--- src/rtl/coin_transfer_ctrl.sv ---
`default_nettype none
// +----------------------------------------------------------------------+
// | coin_transfer_ctrl: sequences player-RAM reads/writes for key/money  |
// | reads and validated coin transfers.                  Revision: 1.0   |
// +----------------------------------------------------------------------+
module coin_transfer_ctrl (
  input  logic       clk,
  input  logic       reset,
  input  logic       start,
  input  logic [1:0] op,
  input  logic [1:0] src,
  input  logic [1:0] dst,
  input  logic [7:0] amount,
  input  logic [7:0] key_in,
  output logic       busy,
  output logic       done,
  output logic [1:0] status,
  output logic [7:0] result,
  output logic [3:0] mem_addr,
  output logic       mem_wren,
  output logic [7:0] mem_data,
  input  logic [7:0] mem_q
);

  localparam logic [1:0] c_op_key   = 2'b01;
  localparam logic [1:0] c_op_money = 2'b10;
  localparam logic [1:0] c_op_xfer  = 2'b11;
  localparam logic [1:0] c_fld_key  = 2'b01;
  localparam logic [1:0] c_fld_mny  = 2'b10;
  localparam logic [1:0] c_st_ok    = 2'b00;
  localparam logic [1:0] c_st_key   = 2'b01;
  localparam logic [1:0] c_st_funds = 2'b10;
  localparam logic [1:0] c_st_inval = 2'b11;

  typedef enum logic [3:0] {
    IDLE = 4'd0, RQ = 4'd1, CP = 4'd2, RK = 4'd3, RS = 4'd4,
    RD   = 4'd5, CK = 4'd6, WS = 4'd7, WD = 4'd8, DN = 4'd9
  } state_t;

  state_t     r_state, w_next;
  logic [1:0] r_op, r_src, r_dst;
  logic [7:0] r_amount, r_key_claim, r_key_mem, r_src_bal, r_dst_bal;
  logic [1:0] w_ck_status, w_dn_status;
  logic [7:0] w_dn_result;
  logic [8:0] w_dst_sum;

  // Destination balance arrives on mem_q in CK and is evaluated directly.
  assign w_dst_sum = {1'b0, mem_q} + {1'b0, r_amount};

  always_comb begin
    w_ck_status = c_st_ok;
    if (r_src == r_dst)              w_ck_status = c_st_inval;
    else if (r_key_mem != r_key_claim) w_ck_status = c_st_key;
    else if (r_src_bal < r_amount)   w_ck_status = c_st_funds;
    else if (w_dst_sum[8])           w_ck_status = c_st_inval;
  end

  always_comb begin
    w_next      = r_state;
    w_dn_status = c_st_ok;
    w_dn_result = 8'h00;
    case (r_state)
      IDLE: begin
        if (start) begin
          case (op)
            c_op_key, c_op_money: w_next = RQ;
            c_op_xfer:            w_next = RK;
            default: begin
              w_next      = DN;
              w_dn_status = c_st_inval;
            end
          endcase
        end
      end
      RQ: w_next = CP;
      CP: begin
        w_next      = DN;
        w_dn_result = mem_q;
      end
      RK: w_next = RS;
      RS: w_next = RD;
      RD: w_next = CK;
      CK: begin
        if (w_ck_status == c_st_ok) begin
          w_next = WS;
        end else begin
          w_next      = DN;
          w_dn_status = w_ck_status;
          w_dn_result = r_src_bal;
        end
      end
      WS: w_next = WD;
      WD: begin
        w_next      = DN;
        w_dn_result = r_src_bal - r_amount;
      end
      DN:      w_next = IDLE;
      default: w_next = IDLE;
    endcase
  end

  always_ff @(posedge clk) begin
    if (reset) begin
      r_state     <= IDLE;
      r_op        <= 2'b00;
      r_src       <= 2'b00;
      r_dst       <= 2'b00;
      r_amount    <= 8'h00;
      r_key_claim <= 8'h00;
      r_key_mem   <= 8'h00;
      r_src_bal   <= 8'h00;
      r_dst_bal   <= 8'h00;
      status      <= 2'b00;
      result      <= 8'h00;
    end else begin
      r_state <= w_next;
      if (r_state == IDLE && start) begin
        r_op        <= op;
        r_src       <= src;
        r_dst       <= dst;
        r_amount    <= amount;
        r_key_claim <= key_in;
      end
      if (r_state == RS) r_key_mem <= mem_q;
      if (r_state == RD) r_src_bal <= mem_q;
      if (r_state == CK) r_dst_bal <= mem_q;
      // Outputs are loaded on entry to DN so they are visible with done.
      if (r_state != DN && w_next == DN) begin
        status <= w_dn_status;
        result <= w_dn_result;
      end
    end
  end

  always_comb begin
    mem_addr = 4'h0;
    mem_data = 8'h00;
    mem_wren = 1'b0;
    case (r_state)
      RQ: mem_addr = {r_src, r_op};
      RK: mem_addr = {r_dst, c_fld_key};
      RS: mem_addr = {r_src, c_fld_mny};
      RD: mem_addr = {r_dst, c_fld_mny};
      WS: begin
        mem_addr = {r_src, c_fld_mny};
        mem_data = r_src_bal - r_amount;
        mem_wren = ~reset;
      end
      WD: begin
        mem_addr = {r_dst, c_fld_mny};
        mem_data = r_dst_bal + r_amount;
        mem_wren = ~reset;
      end
      default: ;
    endcase
  end

  assign busy = (r_state != IDLE);
  assign done = (r_state == DN);

endmodule
`default_nettype wire

--- config.mk ---
export PLATFORM = sky130hd
export DESIGN_NAME = coin_transfer_ctrl
export DESIGN_NICKNAME = d
export VERILOG_FILES = /design/src/rtl/coin_transfer_ctrl.sv
export SDC_FILE = /design/constraint.sdc
export NUM_CORES = 1
export LEC_CHECK = 0
export BUFFER_PORTS_ARGS = -buffer_cell sky130_fd_sc_hd__buf_2
export CORE_UTILIZATION = 58
export DETAILED_ROUTE_END_ITERATION = 10
export GPL_ROUTABILITY_DRIVEN = 0
export PLACE_DENSITY = 0.85
export SYNTH_ARGS = -nofsm -noshare
export SYNTH_HDL_FRONTEND = slang
export SYNTH_SLANG_ARGS = --single-unit
--- constraint.sdc ---
create_clock -name clk -period 5 [get_ports clk]
set_clock_uncertainty 0.1 [all_clocks]
set_input_delay 1 -clock clk [delete_from_list [all_inputs] [get_ports clk]]
set_output_delay 1 -clock clk [all_outputs]
set_load 0.05 [all_outputs]
==> impl_results.md, run 1 <==
* Status: complete, no violations
* Most numerous cell in the Yosys netlist: nand2_1
* Synth area leader: dfxtp_1
* FP Rows at 27
* Area after DPL at 3730 sq um
* Number of synthesized register bits at 60
* Worst Path Max Fanout at 5
* Clock-pin slew on the worst setup and hold paths at 70 ps
* Worst r2r src: r_state[0]$_SDFF_PP0_
* IO Count at 58
* Slew Limit Fails at 0
* Die Span X at 79.2 microns
* Placeable Area at 5610 sq um
* Rel. slew slack at 24.9%
* Synthesized net count at 502
* Routed vias/inst at 5.99
* Final Hold Vio Count at 0
* Sequential Area at 1200 sq um
* Hold path cells at 2
* Tot GR Track Use at 30.2%
* Synth top area share at 34.8%
* Starting Density at 61.6%
* VDD IR max at 0.223 mV
* Critical Path Start Type: flop
* Crit share post-route at 79.2%
* RSZ-0062 raised after global routing: false
* DRC marker count from the first detailed-route iteration at 494
* CP arrival at 2860 ps
* Multi-input gate area at 2100 sq um
* Setup bufs post-CTS at 0
* Die area at 6270 sq um
* H-Tree Level Count at 3
* PD cells at 372 nW/um^2
* Post-synth EDFFs at 0
* Synth Flop Type: dfxtp_1
* Vias in the first global route at 3152
* Mapped Cells at 445
* Unique cell type count in the Yosys netlist at 61
* Max-cap violations at 0
* Reg2Reg Depth at 6
* Clock sinks at 60
* Reg-to-Reg End: result[5]$_SDFFE_PP0P_
* Largest net degree at the start of global routing at 59
* Clock Latency Late Sink at 340 ps
* Initial DRT Pass Iterations at 5
* CP Capture Type: output pin
* Sequential cell area fraction in the yosys report at 34.8%
* Antenna violations before repair at 0
* Tmin final at 3960 ps
* # nets final at 546
* Final setup vio count at 0
* Post-DRT Antenna Nets at 0
* Static Leakage at 1.69 nW
* Final wirelength at 8.94 mm
* Layout overhead on the synthesized area at 15.0%
* CP Data Required Time at 3900 ps
* DPL Wire Length at 6.48 mm
* Ys Warns at 0
* Via count at 3387
* Avg Cell Area, Syn at 7.76 sq um
* Hold Buf Count CTS at 0
* Layout cells sized above 1 at 17.2%
* Synth area leaders: dfxtp_1 35%, nand2_1 12%, a21oi_1 9.7%
* GRT overflow at 0
* Highest clock rate at 0.252 GHz
* Reg2reg setup slack at 1600 ps
* WL/cell at 15.8 microns
* Post-route design area at 3970 sq um
* Post_cts resized at 0
* Most common library cells after synthesis: 107 x nand2_1, 67 x a21oi_1, 60 x dfxtp_1, 22 x ha_1, 20 x o21ai_0
* I/O Buffers at 57
* Hold EP: r_op[1]$_SDFFE_PP0P_
* TritonCTS Buffers at 9
* N_diodes at 0
* Cell Area, Synth at 3450 sq um
* Type of the most critical hold path: reg -> reg
* First-pass GRT wire length at 14.6 mm
* TritonCTS clock tree: done
* Root buffer cell: clkbuf_8
* Clock Path Buffers at 2
* Die height at 79.2 microns
* HP Start: r_op[1]$_SDFFE_PP0P_
* Setup CP Type: reg -> out
* FFs w/ async S/R, synth at 0%
* # fillers at 482
* Number of remaining DRC errors at 0
* Slew @ Worst Pin at 1120 ps
* Setup_tns at 0 ps
## final cells by class
| type | instances | area share [%] |
|---|---|---|
| clock inverters | 5 | 2.52 |
| repair buffers | 58 | 7.37 |
| multi-input cells | 346 | 52.8 |
| clock buffers | 10 | 3.47 |
| inverters | 14 | 1.32 |
| flip-flops and latches | 60 | 30.3 |
| well taps | 72 | 2.27 |
## layout by cell type (no fill, tap or decap), types with 3 or more instances in the layout
| master | instances |
|---|---|
| nand2_1 | 107 |
| a21oi_1 | 67 |
| dfxtp_1 | 60 |
| buf_2 | 57 |
| ha_1 | 22 |
| o21ai_0 | 20 |
| nor2_1 | 16 |
| inv_1 | 14 |
| xor2_1 | 14 |
| clkbuf_8 | 10 |
| xnor2_1 | 8 |
| nand2b_1 | 6 |
| nor3_1 | 5 |
| nor4_1 | 5 |
| a222oi_1 | 5 |
| and3_1 | 4 |
| nand3_1 | 4 |
| or2_2 | 4 |
| a21o_1 | 4 |
| o31ai_1 | 3 |
| a211oi_1 | 3 |
| a31oi_1 | 3 |
| bufinv_16 | 3 |
## cell families (layout without fill, tap and decap cells)
| logic type | Yosys count | after routing | synth area share [%] |
|---|---|---|---|
| buf+inv | 39 | 87 | 4.53 |
| compound gates | 131 | 131 | 23.3 |
| simple gates | 166 | 166 | 21.7 |
| mux | 3 | 3 | 0.942 |
| flops | 60 | 60 | 34.8 |
| fa+ha+maj | 24 | 24 | 9.13 |
| xor+xnor | 22 | 22 | 5.58 |
## stage by stage
stage / hold WS [ps] / worst slack [ps] / cells / util [%] / total power, mW
2_1_floorplan: 336 / 1220 / 445 / - / 0.854
4_1_cts: 356 / 1060 / 565 / 70.8 / 1.47
6_report: 359 / 1040 / 565 / 70.8 / 1.48
5_1_grt: 383 / 861 / 565 / 70.8 / 1.54
3_3_place_gp: 344 / 1570 / 550 / 66.6 / 0.932
3_5_place_dp: 347 / 1430 / 550 / 66.6 / 0.944
## report_power, final
part	total, mW	switching [mW]	internal [mW]
logic	0.388	0.256	0.132
registers	0.556	0.0429	0.513
clock network	0.534	0.194	0.340
total	1.48	0.492	0.984
## how the worst max path moves through the flow
stage | to | start | cells after the start | slack (ps)
floorplan | mem_data[6] | r_amount[0]$_SDFFE_PP0P_ | 8 | 1220
global placement | mem_data[7] | r_state[1]$_SDFF_PP0_ | 5 | 1570
detailed placement | mem_data[7] | r_amount[1]$_SDFFE_PP0P_ | 8 | 1430
CTS | mem_data[7] | r_amount[1]$_SDFFE_PP0P_ | 8 | 1060
global route | mem_data[7] | r_amount[1]$_SDFFE_PP0P_ | 8 | 860
finish | mem_data[7] | r_amount[1]$_SDFFE_PP0P_ | 8 | 1040
## routing by layer
metal	vias up	GRT usage [%]	wire length, microns
li1	1654	-	-
met1	1567	38.3	3990
met2	145	49.9	4230
met3	21	4.71	524
met4	0	14.5	195
met5	-	0	0
## worst max-delay path: stages, from the launching register on
cell,delay (ps)
dfxtp_1,450
ha_1,270
a21o_1,150
a21oi_1,230
o21bai_1,130
a2111oi_0,630
o211ai_1,190
o211ai_1,160
buf_2,310
## state kept, by name, summed over array words and instances, names as in the netlist
name	flops
r_amount	8
r_dst	2
r_dst_bal	8
r_key_claim	8
r_key_mem	8
r_op	2
r_src	2
r_src_bal	8
r_state	4
result	8
status	2
No activity file was read; power rests on OpenSTA's default activity.
==> run 2: changes to the inputs <==
--- a/config.mk
+++ b/config.mk
@@ -6,10 +6,10 @@
 export NUM_CORES = 1
 export LEC_CHECK = 0
 export BUFFER_PORTS_ARGS = -buffer_cell sky130_fd_sc_hd__buf_2
-export CORE_UTILIZATION = 58
+export CORE_UTILIZATION = 51
 export DETAILED_ROUTE_END_ITERATION = 10
 export GPL_ROUTABILITY_DRIVEN = 0
-export PLACE_DENSITY = 0.85
+export PLACE_DENSITY = 0.79
 export SYNTH_ARGS = -nofsm -noshare
 export SYNTH_HDL_FRONTEND = slang
 export SYNTH_SLANG_ARGS = --single-unit
==> constraint.sdc (replaced) <==
create_clock -name clk -period 3.3 [get_ports clk]
set_clock_uncertainty 0.1 [all_clocks]
set_input_delay 0.66 -clock clk [delete_from_list [all_inputs] [get_ports clk]]
set_output_delay 0.66 -clock clk [all_outputs]
set_load 0.05 [all_outputs]
==> run 2 against run 1 <==
  * The flow now finishes with violations (design-rule violations)
  * Sequential power increased by 47%
  * First-iteration DRC count decreased by 29%
  * Sequential share of layout area decreased by 0.95 points
  * Critical path type unchanged
  * Wire length increased by 3.8%
  * Final cell count increased by 2.8%
  * Non-clock buffer count increased by 10
==> impl_results.md, run 2 (same netlist as run 1, synthesis figures left out) <==
* Status: finished, violations left (was complete, no violations)
* Violations in the final reports: design-rule violations
* Die Span X at 84.3 microns (was 79.2 microns)
* Reg2reg setup slack at 220 ps (was 1600 ps)
* Hold Buf Count CTS at 0 (unchanged)
* Sw frac at 34.6% (was 33.3%)
* FP Rows at 29 (was 27)
* Layout cells sized above 1 at 21.2% (was 17.2%)
* Final core occ at 63.5% (was 70.8%)
* Worst Path Max Fanout at 4 (was 5)
* Static Leakage at 1.74 nW (was 1.69 nW)
* TritonCTS clock tree: done (unchanged)
* Initial DRT Pass Iterations at 8 (was 5)
* Antenna violations before repair at 0 (unchanged)
* PD cells at 540 nW/um^2 (was 372 nW/um^2)
* Setup CP Type: reg -> out (unchanged)
* Placeable Area at 6460 sq um (was 5610 sq um)
* CP Capture Type: output pin (unchanged)
* Setup bufs post-CTS at 0 (unchanged)
* Pint at 1.45 mW (was 0.984 mW)
* N_diodes at 0 (unchanged)
* Max-cap violations at 0 (unchanged)
* CP Data Required Time at 2540 ps (was 3900 ps)
* DRC marker count from the first detailed-route iteration at 352 (was 494)
* H-Tree Level Count at 3 (unchanged)
* DPL Wire Length at 6.87 mm (was 6.48 mm)
* Clock Path Buffers at 2 (unchanged)
* Clock Latency Late Sink at 330 ps (was 340 ps)
* Post-DRT Antenna Nets at 0 (unchanged)
* Die height at 84.3 microns (was 79.2 microns)
* Root buffer cell: clkbuf_8 (unchanged)
* Vias in the first global route at 3282 (was 3152)
* Slew Limit Fails at 0 (unchanged)
* Flop pwr share at 37.0% (was 37.6%)
* P_sw at 0.766 mW (was 0.492 mW)
* Starting Density at 53.5% (was 61.6%)
* Rel. slew slack at 34.7% (was 24.9%)
* Clock sinks at 60 (unchanged)
* TritonCTS Buffers at 9 (unchanged)
* Number of remaining DRC errors at 6 (was 0)
* Final setup vio count at 0 (unchanged)
* Largest net degree at the start of global routing at 59 (unchanged)
* # nets final at 556 (was 546)
* Clk pwr share at 33.4% (was 36.1%)
* Tot GR Track Use at 26.6% (was 30.2%)
* Total power at 2.21 mW (was 1.48 mW)
* Tmin final at 3240 ps
* IO Count at 58 (unchanged)
* Critical Path Start Type: flop (unchanged)
* Commonest non-fill, non-tap cell in the layout: nand2_1 (unchanged)
* CP arrival at 2480 ps (was 2860 ps)
* WL/cell at 16.0 microns (was 15.8 microns)
* First-pass GRT wire length at 15.0 mm (was 14.6 mm)
* Worst r2r src: r_amount[0]$_SDFFE_PP0P_ (was r_state[0]$_SDFF_PP0_)
* HP Start: r_op[0]$_SDFFE_PP0P_ (was r_op[1]$_SDFFE_PP0P_)
* Most frequent cells in the layout: 107 x nand2_1, 62 x a21oi_1, 59 x dfxtp_1, 54 x buf_2, 22 x ha_1 (was 107 x nand2_1, 67 x a21oi_1, 60 x dfxtp_1, 57 x buf_2, 22 x ha_1)
* Slew @ Worst Pin at 978 ps (was 1120 ps)
* Combinational fraction of design power at 29.6% (was 26.2%)
* VDD IR max at 0.331 mV (was 0.223 mV)
* Layout overhead on the synthesized area at 18.8% (was 15.0%)
* Final Hold Vio Count at 0 (unchanged)
* Die area at 7100 sq um (was 6270 sq um)
* Via count at 3516 (was 3387)
* Routed vias/inst at 6.05 (was 5.99)
* Crit share post-route at 98.1%
* Type of the most critical hold path: reg -> reg (unchanged)
* GRT overflow at 0 (unchanged)
* CP startpoint: r_amount[2]$_SDFFE_PP0P_ (was r_amount[1]$_SDFFE_PP0P_)
* Highest clock rate at 0.309 GHz
* I/O Buffers at 57 (unchanged)
* Final wirelength at 9.28 mm (was 8.94 mm)
* Clock-pin slew on the worst setup and hold paths at 70 ps (about the same)
[run 2: cell types whose count changed in the layout (fill, tap and decap cells not counted), sizes merged]
cell	change
bufinv	-1
buf	+10
clkinv	-1
clkinvlp	+3
[run 2: final cells by class]
class | count | area (sq um)
Tap cell | 77 | 96.3
Inverter | 14 | 52.6
Clock buffer | 10 | 138
Fill cell | 584 | 2360
Multi-Input combinational cell | 346 | 2150
Clock inverter | 6 | 87.6
Timing Repair Buffer | 68 | 379
Sequential cell | 60 | 1200
[run 2: through the flow]
stage	setup WS [ps]	TNS (ps)	std cells	hold slack (ps)	cell area, sq um
6_report	61.5	0	581	361	4100
5_1_grt	-20.0	-20.0	581	384	4100
4_1_cts	0.228	0	581	365	4060
3_5_place_dp	49.2	0	565	355	3810
3_3_place_gp	174	0	565	343	3810
2_1_floorplan	96.5	0	445	336	3450
[run 2: final timing paths]
| kind | to | cells past startpoint |
|---|---|---|
| setup / recovery | mem_data[7] | 9 |
| hold reg to reg | r_op[0]$_SDFFE_PP0P_ | 2 |
| setup reg to reg | result[7]$_SDFFE_PP0P_ | 9 |
| hold / removal | r_op[0]$_SDFFE_PP0P_ | 2 |
[run 2: power groups by stage]
| stage | combinational [mW] | clock, mW | sequential, mW |
|---|---|---|---|
| floorplan | 0.420 | 0 | 0.874 |
| global placement | 0.610 | 0 | 0.831 |
| detailed placement | 0.627 | 0 | 0.836 |
| CTS | 0.635 | 0.746 | 0.819 |
| global route | 0.704 | 0.789 | 0.826 |
| finish | 0.655 | 0.739 | 0.820 |
[run 2: what timing repair did]
action | in CTS | in global routing
pin swaps | 0 | 2
setup endpoints to repair | 2 | 3
resized for setup | 8 | 12
hold endpoints to repair | 0 | 0
[run 2: metal layers]
metal | routed length [microns] | GRT usage [%] | vias to the layer above
li1 | - | - | 1677
met1 | 3780 | 33.0 | 1628
met2 | 4510 | 44.7 | 175
met3 | 668 | 5.41 | 36
met4 | 314 | 11.8 | 0
met5 | 0 | 0 | -
[run 2: critical path, cell delays in order (launching register included)]
cell and delay, ps:
dfxtp_1 400, inv_1 80, ha_1 360, o21ai_1 210, a21oi_2 80, o21ai_2 200, a21oi_2 110, xnor2_1 150
o211ai_1 290, buf_4 260
==> run 3: changes to the inputs <==
--- a/config.mk
+++ b/config.mk
@@ -6,7 +6,9 @@
 export NUM_CORES = 1
 export LEC_CHECK = 0
 export BUFFER_PORTS_ARGS = -buffer_cell sky130_fd_sc_hd__buf_2
+export CORE_MARGIN = 2
 export CORE_UTILIZATION = 51
+export CTS_CLUSTER_DIAMETER = 60
 export DETAILED_ROUTE_END_ITERATION = 10
 export GPL_ROUTABILITY_DRIVEN = 0
 export PLACE_DENSITY = 0.79
==> run 3 against run 2 <==
  * The run now ends clean
  * Clock power down 19%
  * Sequential power about the same
  * Final cell count unchanged
  * Critical endpoint is now mem_data[6]
  * Largest power group unchanged
==> impl_results.md, run 3 (same netlist as run 1, synthesis figures left out) <==
* Final Hold Vio Count at 0 (unchanged)
* Critical Path Start Type: flop (unchanged)
* Worst-path cell chain: ha_1, fa_1, a21o_1, a21oi_1, o21bai_1, a21oi_1, xor2_1, o21ai_2, buf_6 (was inv_1, ha_1, o21ai_1, a21oi_2, o21ai_2, a21oi_2, xnor2_1, o211ai_1, buf_4)
* Via count at 3383 (was 3516)
* DPL Wire Length at 6.67 mm (was 6.87 mm)
* Worst Path Max Fanout at 4 (unchanged)
* CP Data Required Time at 2540 ps (about the same)
* Placeable Area at 6460 sq um (unchanged)
* GRT overflow at 0 (unchanged)
* Static Leakage at 1.72 nW (was 1.74 nW)
* TritonCTS clock tree: done (unchanged)
* # nets final at 556 (unchanged)
* First-pass GRT wire length at 14.7 mm (was 15.0 mm)
* I/O Buffers at 57 (unchanged)
* WL/cell at 15.4 microns (was 16.0 microns)
* Setup_tns at 0 ps (unchanged)
* Type of the most critical hold path: reg -> reg (unchanged)
* Largest net degree at the start of global routing at 59 (unchanged)
* Highest clock rate at 0.311 GHz (was 0.309 GHz)
* Routed vias/inst at 5.82 (was 6.05)
* Post-route design area at 4030 sq um (was 4100 sq um)
* CP arrival at 2450 ps (was 2480 ps)
* DRC marker count from the first detailed-route iteration at 349 (was 352)
* Setup CP Type: reg -> out (unchanged)
* PD cells at 511 nW/um^2 (was 540 nW/um^2)
* Slew @ Worst Pin at 939 ps (was 978 ps)
* Tmin final at 3210 ps (was 3240 ps)
* TritonCTS Buffers at 9 (unchanged)
* Die height at 86.3 microns (was 84.3 microns)
* Final wirelength at 8.93 mm (was 9.28 mm)
* Hold_ws at 360 ps (was 361 ps)
* CP peak stage delay at 410 ps (was 400 ps)
* Commonest non-fill, non-tap cell in the layout: nand2_1 (unchanged)
* Antenna violations before repair at 0 (unchanged)
* Starting Density at 53.5% (unchanged)
* IO Count at 58 (unchanged)
* Clock sinks at 60 (unchanged)
* Total power at 2.06 mW (was 2.21 mW)
* VDD IR max at 0.283 mV (was 0.331 mV)
* Area after DPL at 3810 sq um (unchanged)
* Most frequent cells in the layout: 107 x nand2_1, 65 x a21oi_1, 60 x dfxtp_1, 54 x buf_2, 22 x ha_1 (was 107 x nand2_1, 62 x a21oi_1, 59 x dfxtp_1, 54 x buf_2, 22 x ha_1)
* RSZ-0062 raised after global routing: false
* Final WS setup at 86.2 ps (was 61.5 ps)
* Max-cap violations at 0 (unchanged)
* Number of remaining DRC errors at 0 (was 6)
* Die area at 7450 sq um (was 7100 sq um)
* Die Span X at 86.3 microns (was 84.3 microns)
* Layout overhead on the synthesized area at 16.6% (was 18.8%)
* Slew Limit Fails at 0 (unchanged)
* Initial DRT Pass Iterations at 5 (was 8)
* FP Rows at 29 (unchanged)
* Vias in the first global route at 3216 (was 3282)
* Clock Path Buffers at 2 (unchanged)
* N_diodes at 0 (unchanged)
* Layout cells sized above 1 at 20.0% (was 21.2%)
* Rel. slew slack at 36.9% (was 34.7%)
* Clock-pin slew on the worst setup and hold paths at 70 ps (about the same)
* Setup bufs post-CTS at 0 (unchanged)
* Pre-CTS setup slack at 134 ps (was 49.2 ps)
* Crit share post-route at 97.4% (was 98.1%)
* H-Tree Level Count at 3 (unchanged)
* Post-DRT Antenna Nets at 0 (unchanged)
* Final setup vio count at 0 (unchanged)
* Tot GR Track Use at 24.8% (was 26.6%)
* Status: complete, no violations (was finished, violations left)
* Root buffer cell: clkbuf_8 (unchanged)
* Slowest cell on crit path: fa_1 (was dfxtp_1)
* CP Capture Type: output pin (unchanged)
* CP dominant cell by count: a21oi_1 (was a21oi_2)
* Clock Latency Late Sink at 340 ps (was 330 ps)
run 3: changes by cell type in the layout (fill, tap and decap cells not counted), sizes merged:
| cell | before | now |
|---|---|---|
| bufinv | 2 | 0 |
| clkbuf | 10 | 11 |
| inv | 14 | 15 |
run 3: final timing paths:
check | startpoint | end | slack, ps | cells past startpoint
max reg2reg | r_amount[0]$_SDFFE_PP0P_ | result[7]$_SDFFE_PP0P_ | 250 | 9
min | r_op[0]$_SDFFE_PP0P_ | r_op[0]$_SDFFE_PP0P_ | 360 | 2
max | r_amount[0]$_SDFFE_PP0P_ | mem_data[6] | 90 | 9
min reg2reg | r_op[0]$_SDFFE_PP0P_ | r_op[0]$_SDFFE_PP0P_ | 360 | 2
run 3: area by class of cell:
class | count | area, sq um
Sequential cell | 60 | 1200
Clock buffer | 11 | 141
Timing Repair Buffer | 68 | 379
Tap cell | 77 | 96.3
Fill cell | 570 | 2430
Multi-Input combinational cell | 346 | 2120
Inverter | 14 | 52.6
Clock inverter | 5 | 36.3
run 3: where the power goes:
part	switching, mW	internal, mW
logic	0.418	0.224
registers	0.0416	0.777
clock network	0.304	0.294
run 3: per-layer routing:
layer,GRT usage [%],vias up,wire (microns)
met5,0,-,0
met4,13.1,0,282
met3,4.29,28,470
met2,40.0,123,4240
met1,32.0,1561,3940
li1,-,1671,-
run 3: metrics by stage:
step | cells | utilization, %
after floorplan | 445 | -
after global placement | 565 | 59.0
after detailed placement | 565 | 59.0
after CTS | 581 | 62.0
after global routing | 581 | 62.4
final | 581 | 62.4
run 3: worst max-delay path, delay by kind of cell, from the launching register on:
| family | cells | cell delay (ps) |
|---|---|---|
| DFF | 1 | 350 |
| AOI/OAI and AO/OA | 5 | 840 |
| xor gates and xnor gates | 1 | 100 |
| buffers and inverters | 1 | 180 |
| adders and majority gates | 2 | 650 |
run 3: what timing repair did:
action,4_1_cts,5_1_grt
resized for setup,5,8
hold buffers,0,0
pin swaps,0,1
setup endpoints to repair,2,3
